--- config.mk ---
export PLATFORM = sky130hd
export DESIGN_NAME = ps2_key_rx_flat
export DESIGN_NICKNAME = d
export VERILOG_FILES = /design/src/rtl/ps2_pkg.sv /design/src/rtl/ps2_key_rx_if.sv /design/src/rtl/ps2_key_fifo.sv /design/src/rtl/ps2_key_rx.sv /design/src/flat_wrapper.sv
export SDC_FILE = /design/constraint.sdc
export NUM_CORES = 1
export LEC_CHECK = 0
export CAP_MARGIN = 20
export CORE_MARGIN = 1
export CORE_UTILIZATION = 65
export DETAILED_ROUTE_END_ITERATION = 16
export MAX_ROUTING_LAYER = met4
export PLACE_DENSITY = 0.94
export SETUP_SLACK_MARGIN = 0.4
export SLEW_MARGIN = 20
export SYNTH_ARGS = -nofsm -noshare
export SYNTH_HDL_FRONTEND = slang
export SYNTH_SLANG_ARGS = --single-unit
--- constraint.sdc ---
create_clock -name clk -period 5.3 [get_ports clk]
set_clock_uncertainty 0.15 [all_clocks]
set_input_delay 1.06 -clock clk [delete_from_list [all_inputs] [get_ports clk]]
set_output_delay 1.06 -clock clk [all_outputs]
set_load 0.05 [all_outputs]
--- src/rtl/ps2_pkg.sv ---
// Shared types and constants for the PS/2 keyboard receiver.
package ps2_pkg;

    typedef enum logic [1:0] {IDLE, DATA, PARITY, STOP} ps2_state_e;

    localparam int PS2_DATA_BITS  = 8;
    localparam int PS2_FRAME_BITS = 11;

    localparam logic [7:0] KEY_BREAK = 8'hF0;
    localparam logic [7:0] KEY_EXT   = 8'hE0;

    // PS/2 uses odd parity over the data bits plus the parity bit.
    function automatic logic parity_ok(input logic [7:0] d, input logic p);
        return ^{d, p};
    endfunction

endpackage

--- src/rtl/ps2_key_rx_if.sv ---
// CPU-side i/o bus view of the PS/2 scan-code buffer.
interface ps2_key_rx_if;
    logic       io_rdn;
    logic [7:0] key_data;
    logic       ready;
    logic       overflow;

    modport master (output io_rdn, input key_data, ready, overflow);
    modport slave  (input io_rdn, output key_data, ready, overflow);
endinterface

--- src/rtl/ps2_key_fifo.sv ---
// Synchronous scan-code FIFO; a push into a full FIFO is accepted only alongside a pop.
module ps2_key_fifo #(
    parameter int AW = 3,
    parameter int W  = 8
) (
    input  logic         clk,
    input  logic         rst,
    input  logic         push,
    input  logic [W-1:0] din,
    input  logic         pop,
    output logic [W-1:0] dout,
    output logic         empty,
    output logic         full,
    output logic         drop
);
    localparam int          DEPTH    = 1 << AW;
    localparam logic [AW:0] CNT_FULL = {1'b1, {AW{1'b0}}};
    localparam logic [AW:0] CNT_ONE  = (AW+1)'(1);
    localparam logic [AW-1:0] PTR_ONE = AW'(1);

    logic [W-1:0]  mem [DEPTH];
    logic [AW-1:0] wr_ptr, rd_ptr;
    logic [AW:0]   count;
    logic          do_push, do_pop;

    assign empty   = (count == '0);
    assign full    = (count == CNT_FULL);
    assign do_pop  = pop & ~empty;
    assign do_push = push & (~full | do_pop);
    assign drop    = push & ~do_push;
    assign dout    = empty ? '0 : mem[rd_ptr];

    always_ff @(posedge clk) begin
        if (rst) begin
            wr_ptr <= '0;
            rd_ptr <= '0;
            count  <= '0;
        end else begin
            if (do_push) wr_ptr <= wr_ptr + PTR_ONE;
            if (do_pop)  rd_ptr <= rd_ptr + PTR_ONE;
            case ({do_push, do_pop})
                2'b10:   count <= count + CNT_ONE;
                2'b01:   count <= count - CNT_ONE;
                default: count <= count;
            endcase
        end
    end

    always_ff @(posedge clk) begin
        if (do_push) mem[wr_ptr] <= din;
    end

endmodule

--- src/rtl/ps2_key_rx.sv ---
// PS/2 keyboard frame receiver feeding a scan-code FIFO read over the i/o bus.
// Define PS2_PARITY_CHECK_EN to reject frames with bad odd parity.
module ps2_key_rx
    import ps2_pkg::*;
#(
    parameter int FIFO_AW     = 3,
    parameter int TIMEOUT_CYC = 200000
) (
    input  logic         clk,
    input  logic         rst,
    input  logic         ps2_clk,
    input  logic         ps2_data,
    ps2_key_rx_if.slave  bus
);
    localparam int            TO_W   = $clog2(TIMEOUT_CYC + 1);
    localparam logic [TO_W-1:0] TO_LAST = TO_W'(TIMEOUT_CYC - 1);

    logic clk_s1, clk_s2, clk_prev, dat_s1, dat_s2, fall;
    ps2_state_e state, state_n;
    logic [2:0] bitcnt, bitcnt_n;
    logic [PS2_DATA_BITS-1:0] shreg, shreg_n;
    logic [TO_W-1:0] to_cnt, to_n;
    logic push_q, push_n;
    logic rdn_q, pop, drop, empty, full;
    logic [7:0] head;
    logic overflow;
`ifdef PS2_PARITY_CHECK_EN
    logic par, par_n;
`endif

    assign fall = clk_prev & ~clk_s2;

    always_ff @(posedge clk) begin
        if (rst) begin
            clk_s1   <= 1'b1;
            clk_s2   <= 1'b1;
            clk_prev <= 1'b1;
            dat_s1   <= 1'b1;
            dat_s2   <= 1'b1;
            state    <= IDLE;
            bitcnt   <= '0;
            shreg    <= '0;
            to_cnt   <= '0;
            push_q   <= 1'b0;
            rdn_q    <= 1'b1;
            overflow <= 1'b0;
`ifdef PS2_PARITY_CHECK_EN
            par      <= 1'b0;
`endif
        end else begin
            clk_s1   <= ps2_clk;
            clk_s2   <= clk_s1;
            clk_prev <= clk_s2;
            dat_s1   <= ps2_data;
            dat_s2   <= dat_s1;
            state    <= state_n;
            bitcnt   <= bitcnt_n;
            shreg    <= shreg_n;
            to_cnt   <= to_n;
            push_q   <= push_n;
            rdn_q    <= bus.io_rdn;
            overflow <= overflow | drop;
`ifdef PS2_PARITY_CHECK_EN
            par      <= par_n;
`endif
        end
    end

    always_comb begin
        state_n  = state;
        bitcnt_n = bitcnt;
        shreg_n  = shreg;
        to_n     = to_cnt;
        push_n   = 1'b0;
`ifdef PS2_PARITY_CHECK_EN
        par_n    = par;
`endif
        if (!fall) begin
            // Stalled partial frame: abandon it so the next start bit resyncs.
            if (state != IDLE) begin
                if (to_cnt == TO_LAST) begin
                    state_n = IDLE;
                    to_n    = '0;
                end else begin
                    to_n = to_cnt + TO_W'(1);
                end
            end
        end else begin
            to_n = '0;
            case (state)
                IDLE: begin
                    if (!dat_s2) begin
                        state_n  = DATA;
                        bitcnt_n = '0;
                    end
                end
                DATA: begin
                    shreg_n = {dat_s2, shreg[PS2_DATA_BITS-1:1]};
                    if (bitcnt == 3'd7) state_n = PARITY;
                    else                bitcnt_n = bitcnt + 3'd1;
                end
                PARITY: begin
`ifdef PS2_PARITY_CHECK_EN
                    par_n = dat_s2;
`endif
                    state_n = STOP;
                end
                STOP: begin
                    state_n = IDLE;
`ifdef PS2_PARITY_CHECK_EN
                    push_n = dat_s2 & parity_ok(shreg, par);
`else
                    push_n = dat_s2;
`endif
                end
                default: state_n = IDLE;
            endcase
        end
    end

    // shreg is stable for many cycles after STOP, so it feeds the FIFO directly.
    assign pop = ~rdn_q & bus.io_rdn & ~empty;

    ps2_key_fifo #(.AW(FIFO_AW), .W(PS2_DATA_BITS)) u_fifo (
        .clk   (clk),
        .rst   (rst),
        .push  (push_q),
        .din   (shreg),
        .pop   (pop),
        .dout  (head),
        .empty (empty),
        .full  (full),
        .drop  (drop)
    );

    assign bus.key_data = head;
    assign bus.ready    = ~empty;
    assign bus.overflow = overflow;

endmodule

--- src/flat_wrapper.sv ---
// flat-port wrapper written by rule: the top's interface ports become plain ports
module ps2_key_rx_flat import ps2_pkg::*;
#(
    parameter int FIFO_AW     = 3,
    parameter int TIMEOUT_CYC = 200000
)
  (clk, rst, ps2_clk, ps2_data, bus_io_rdn, bus_key_data, bus_ready, bus_overflow);
  ps2_key_rx_if bus_i ();
  input  logic clk;
  input  logic rst;
  input  logic ps2_clk;
  input  logic ps2_data;
  input wire logic [$bits(bus_i.io_rdn)-1:0] bus_io_rdn;
  output wire logic [$bits(bus_i.key_data)-1:0] bus_key_data;
  output wire logic [$bits(bus_i.ready)-1:0] bus_ready;
  output wire logic [$bits(bus_i.overflow)-1:0] bus_overflow;
  assign bus_i.io_rdn = bus_io_rdn;
  assign bus_key_data = bus_i.key_data;
  assign bus_ready = bus_i.ready;
  assign bus_overflow = bus_i.overflow;
  ps2_key_rx #(.FIFO_AW(FIFO_AW), .TIMEOUT_CYC(TIMEOUT_CYC)) u_core (.clk(clk), .rst(rst), .ps2_clk(ps2_clk), .ps2_data(ps2_data), .bus(bus_i));
endmodule
== Yosys cells after proc, flatten, opt, wreduce, memory -nomap -nowiden ==
Memory sizes are Yosys's and may differ from the RTL's. A register that Yosys moved wholly into a read port is not among the register bits.
Cells that the tools add are included.
Cells by class
  multiplexer cells: 16
  equal/unequal tests: 12
  $add $sub $neg: 6
  reduce and logical (&&, ||, !) cells: 12
  bitwise operators: 15
Operator list (count)
  adder 18 x 1 -> 18 bit (second input constant): 1
  == test 18 bit (second input constant): 1
  2-to-1 mux 18 bit: 1
  2-to-1 mux 3 bit: 4
  2-to-1 mux 2 bit: 5
  nonzero test 2 bit: 5
  adder 3 x 1 -> 3 bit (second input constant): 3
  2-to-1 mux 8 bit: 1
  case mux 2 bit (4 select lines): 1
  case mux 4 bit (2 select lines): 1
  AND reduction 4 bit: 2
  NOT 1 bit: 7
  AND 1 bit: 6
  == test 2 bit (second input constant): 3
  inequality test 3 bit (second input constant): 2
  case mux 3 bit (2 select lines): 1
  adder 4 x 1 -> 4 bit (second input constant): 1
  == test 2 x 1 -> 1 bit (second input constant): 2
  == test 4 bit (second input constant): 1
  logical NOT 4 bit: 1
  inequality test 2 bit (second input constant): 2
  subtractor 4 x 1 -> 4 bit (second input constant): 1
  == test 3 bit (second input constant): 1
  OR reduction 3 bit: 1
  5 further kinds: 7
Word-level totals
  flip-flop bits (word level): 49
  output and inout bits: 10
  memories: 1
  memory bits (writable): 64
  logic and storage cells: 77
Memory list
  u_core.u_fifo.mem: depth 8, width 8, read ports 1, clocked after memory_dff 1, wr ports 1, RTL line ps2_key_fifo.sv:21  | logic [W-1:0] mem [DEPTH];

== Depth between registers and ports, before layout ==
  depth in word-level cells: 9
  depth in mapped cells: 9
  mapped depth without buffers: 8

== Hierarchy ==
From an unflattened synthesis, not the netlist that was laid out.
Second synthesis, totals
  cells, all modules: 365
  area, all modules: 4815.9 um2
Modules (own cells, without submodules)
  ps2_key_fifo: cells each 175, seq. area each 2182.1 um2, area an instance 3095.5 um2, instances 1
  ps2_key_rx: cells each 190, seq. area each 780.7 um2, area an instance 1720.4 um2, instances 1

== Least setup slack after synthesis ==
OpenSTA, ideal clock, no wires.
  kind: register to output
  start point: register with a tool-made name
  end point: output port bus_key_data[5]
  buffers on the path: 2
  setup slack: 2.231 ns
  arrival time: 1.859 ns
  stages on the path, launching flop included: 6
  cells stage by stage: dfxtp_1 > buf_1 > clkbuf_1 > mux4_2 > mux2i_1 > nor2_1
RTL lines
  end, declared: RTL line flat_wrapper.sv:14  | output wire logic [$bits(bus_i.key_data)-1:0] bus_key_data;

==> results.toml <==
[finish]
area_growth_pct = 17.1
fin_nets = 422
antenna_cells = 0
fin_area_mm2 = 0.00571
drive_gt1_frac = 0.165
fin_cells = 516

[global_route]
gr-total-overflow = 0
grt_pass1_vias = 3160
grt_use_met2 = 0.518
grt_use_met1 = 0.327
use_met3 = 0.0877
antenna_found_initial = 0
grt_pass1_wl_um = 16000
top_usage_layer = "met2"
grt_max_degree = 36
grtUsageTotal = 0.303

[run]
cap_violations = 0

[setup_path]
rr_worst_depth = 4
r2r_setup_slack_ns = 2.53
cp.arrival_ns = 3.18
end_kind = "output pin"
cp_top_family = "buffers and inverters"
cpMaxStageDelayCell = "dfxtp_1"
path_cells = "buf_4 -> mux4_2 -> mux2i_1 -> nor2_1 -> clkdlybuf4s50_1"
reg2reg_from = "u_core.rdn_q"
startpoint_type = "flip-flop"
critPathMaxStageDelay_ns = 0.83
crit_type = "reg -> out"
path_max_fanout = 12
required_ns = 4.09
worst_r2r_endpoint = "u_core.u_fifo.mem[0][2]"
path_buf_inv = 2

[pwr]
powerDensity_mw_per_mm2 = 372
ir_worst_vdd_mv = 0.318
power.total_mw = 2.13
p_leak_nw = 1.92

[die]
die-area_mm2 = 0.00785
core_area_mm2 = 0.00725
fp.dieW_um = 88.6
io_pins = 15
die_h_um = 88.6
initial_core_util = 0.672
num_rows = 31

[clock_tree]
cts_setup_buffers = 0
cts_resized = 0
cts_made_buffers = 17
cts_buffer_depth = 2
cts_tree = "done"
cts_max_level = 4
hold_buffers = 0
clkSlewWorstSetupHoldPaths_ns = 0.06
cts-root-buf = "clkbuf_8"
clk_latency_ns = 0.52
cts_sinks = 116

[routing]
via_per_inst = 6.16
drt_iter0_markers = 235
totalWireLength_um = 10200
wl_per_cell_um = 19.9
antenna_left = 0
drc = 0
drt_pass1_iterations = 5
vias = 3176

[placed_design]
place_inst = 484
placed_area_mm2 = 0.00509
gp_congestion = 0.810
port_buffers = 14
dpl.hpwl_um = 5940

[sta]
relSlewSlack = 0.296
worstMarginPinSlew_ns = 1.05
finalCritPeriodShare = 0.829
drv_slew = 0
fmax_mhz = 228
final.setup.tns_ns = 0
rsz0062_at_grt = "no"
finalHoldViolations = 0
finalCriticalPeriod_ns = 4.39
hold_ws_ns = 0.263
setup_viol = 0

[synth]
yosysSeqAreaShare = 0.607
yosys_warnings = 0
async_reset_ff_frac = 0
synth_top_area_frac = 0.394
syn_area_mm2 = 0.00488
avgSynthCellArea_um2 = 12.7
synth_ff_type = "edfxtp_1"
ys_top_cells_by_area = "edfxtp_1 (39%), dfxtp_1 (21%), mux4_2 (7.4%)"
yosysMostFrequentCell = "edfxtp_1"
yosysUniqueCellTypes = 50
syn_inst = 385
synth_seq_cells = 116
synth_fp_nets = 403
synth_top_cell_by_area = "edfxtp_1"
yosys-top-cells-count = "edfxtp_1 (64), dfxtp_1 (52), nor2_1 (44)"
synth_edf_count = 64

[outcome]
outcome = "finished, final reports clean"

[min_path]
worst_hold_path.endpoint = "u_core.dat_s2"
hold_depth = 1
worstHoldStart = "u_core.dat_s1"
hold_path_class = "reg -> reg"
==> cells in the final DEF (no fill, tap or decap), types with 4 or more instances in the layout <==
| cell | Yosys | layout |
|---|---|---|
| nand2_1 | 25 | 25 |
| xor2_1 | 7 | 7 |
| clkinv_4 | 0 | 4 |
| inv_6 | 0 | 7 |
| nor3_1 | 9 | 9 |
| nand2b_1 | 5 | 5 |
| ha_1 | 12 | 12 |
| nor2b_1 | 4 | 4 |
| or2_2 | 9 | 9 |
| mux4_2 | 16 | 16 |
| edfxtp_1 | 64 | 64 |
| nor2_1 | 44 | 44 |
| clkbuf_16 | 0 | 16 |
| dfxtp_1 | 52 | 52 |
| o21ai_0 | 4 | 4 |
| nand4_1 | 4 | 4 |
| nand3_1 | 18 | 18 |
| a21oi_1 | 22 | 22 |
| mux2i_1 | 12 | 12 |
| clkdlybuf4s50_1 | 0 | 14 |
| xnor2_1 | 11 | 11 |
| inv_1 | 10 | 10 |
==> through the flow <==
stage	setup slack, ns	util
2_1_floorplan	2.23	-
3_3_place_gp	1.49	0.702
3_5_place_dp	1.39	0.702
4_1_cts	0.827	0.786
5_1_grt	0.714	0.787
6_report	0.907	0.787
==> final cells by class <==
type,count,area (µm²)
flip-flops and latches,116,2960
clock buffers,17,414
repair buffers,17,163
inverters,10,37.5
fillers,380,1540
multi-input cells,242,1820
clock inverters,15,194
well taps,99,124
==> layer usage <==
metal	share of wire	up-vias
li1	-	1465
met1	0.38	1562
met2	0.54	124
met3	0.051	25
met4	0.024	0
met5	0	-
==> sequential cells by signal, summed over array words and instances (netlist names), named ones only <==
| signal | cells |
|---|---|
| u_core.u_fifo.count | 4 |
| u_core.state | 2 |
| u_core.rdn_q | 1 |
| u_core.clk_prev | 1 |
| u_core.bus.overflow | 1 |
| u_core.dat_s2 | 1 |
| u_core.clk_s2 | 1 |
| u_core.to_cnt | 18 |
| u_core.u_fifo.rd_ptr | 3 |
| u_core.bitcnt | 3 |
| u_core.u_fifo.mem | 64 |
| u_core.clk_s1 | 1 |
| u_core.u_fifo.wr_ptr | 3 |
| u_core.shreg | 8 |
| u_core.dat_s1 | 1 |
| u_core.push_q | 1 |
==> power breakdown <==
group	leakage (nW)	internal, mW	switching [mW]
Clock	0.295	0.729	0.435
Combinational	0.609	0.00636	0.0123
Sequential	1.01	0.942	0.00120
==> cells by family (layout without fill, tap and decap cells) <==
logic type               Yosys count  after routing  share of synthesized area
flip-flops                       116            116                      0.607
AO/OA/AOI/OAI                     42             42                     0.0526
AND/OR/NAND/NOR                  141            141                      0.151
adder cells (fa/ha/maj)           13             13                     0.0349
XOR/XNOR                          18             18                     0.0323
buffers and inverters             27             59                     0.0231
multiplexers                      28             28                     0.0985
==> how the worst max path moves through the flow <==
stage,cells past startpoint,to
6_report,5,bus_key_data[5]
5_1_grt,5,bus_key_data[6]
4_1_cts,5,bus_key_data[5]
3_5_place_dp,5,u_core.u_fifo.mem[0][2]
3_3_place_gp,5,u_core.u_fifo.mem[0][0]
2_1_floorplan,5,bus_key_data[5]
Power figures use the tool's default switching activity.
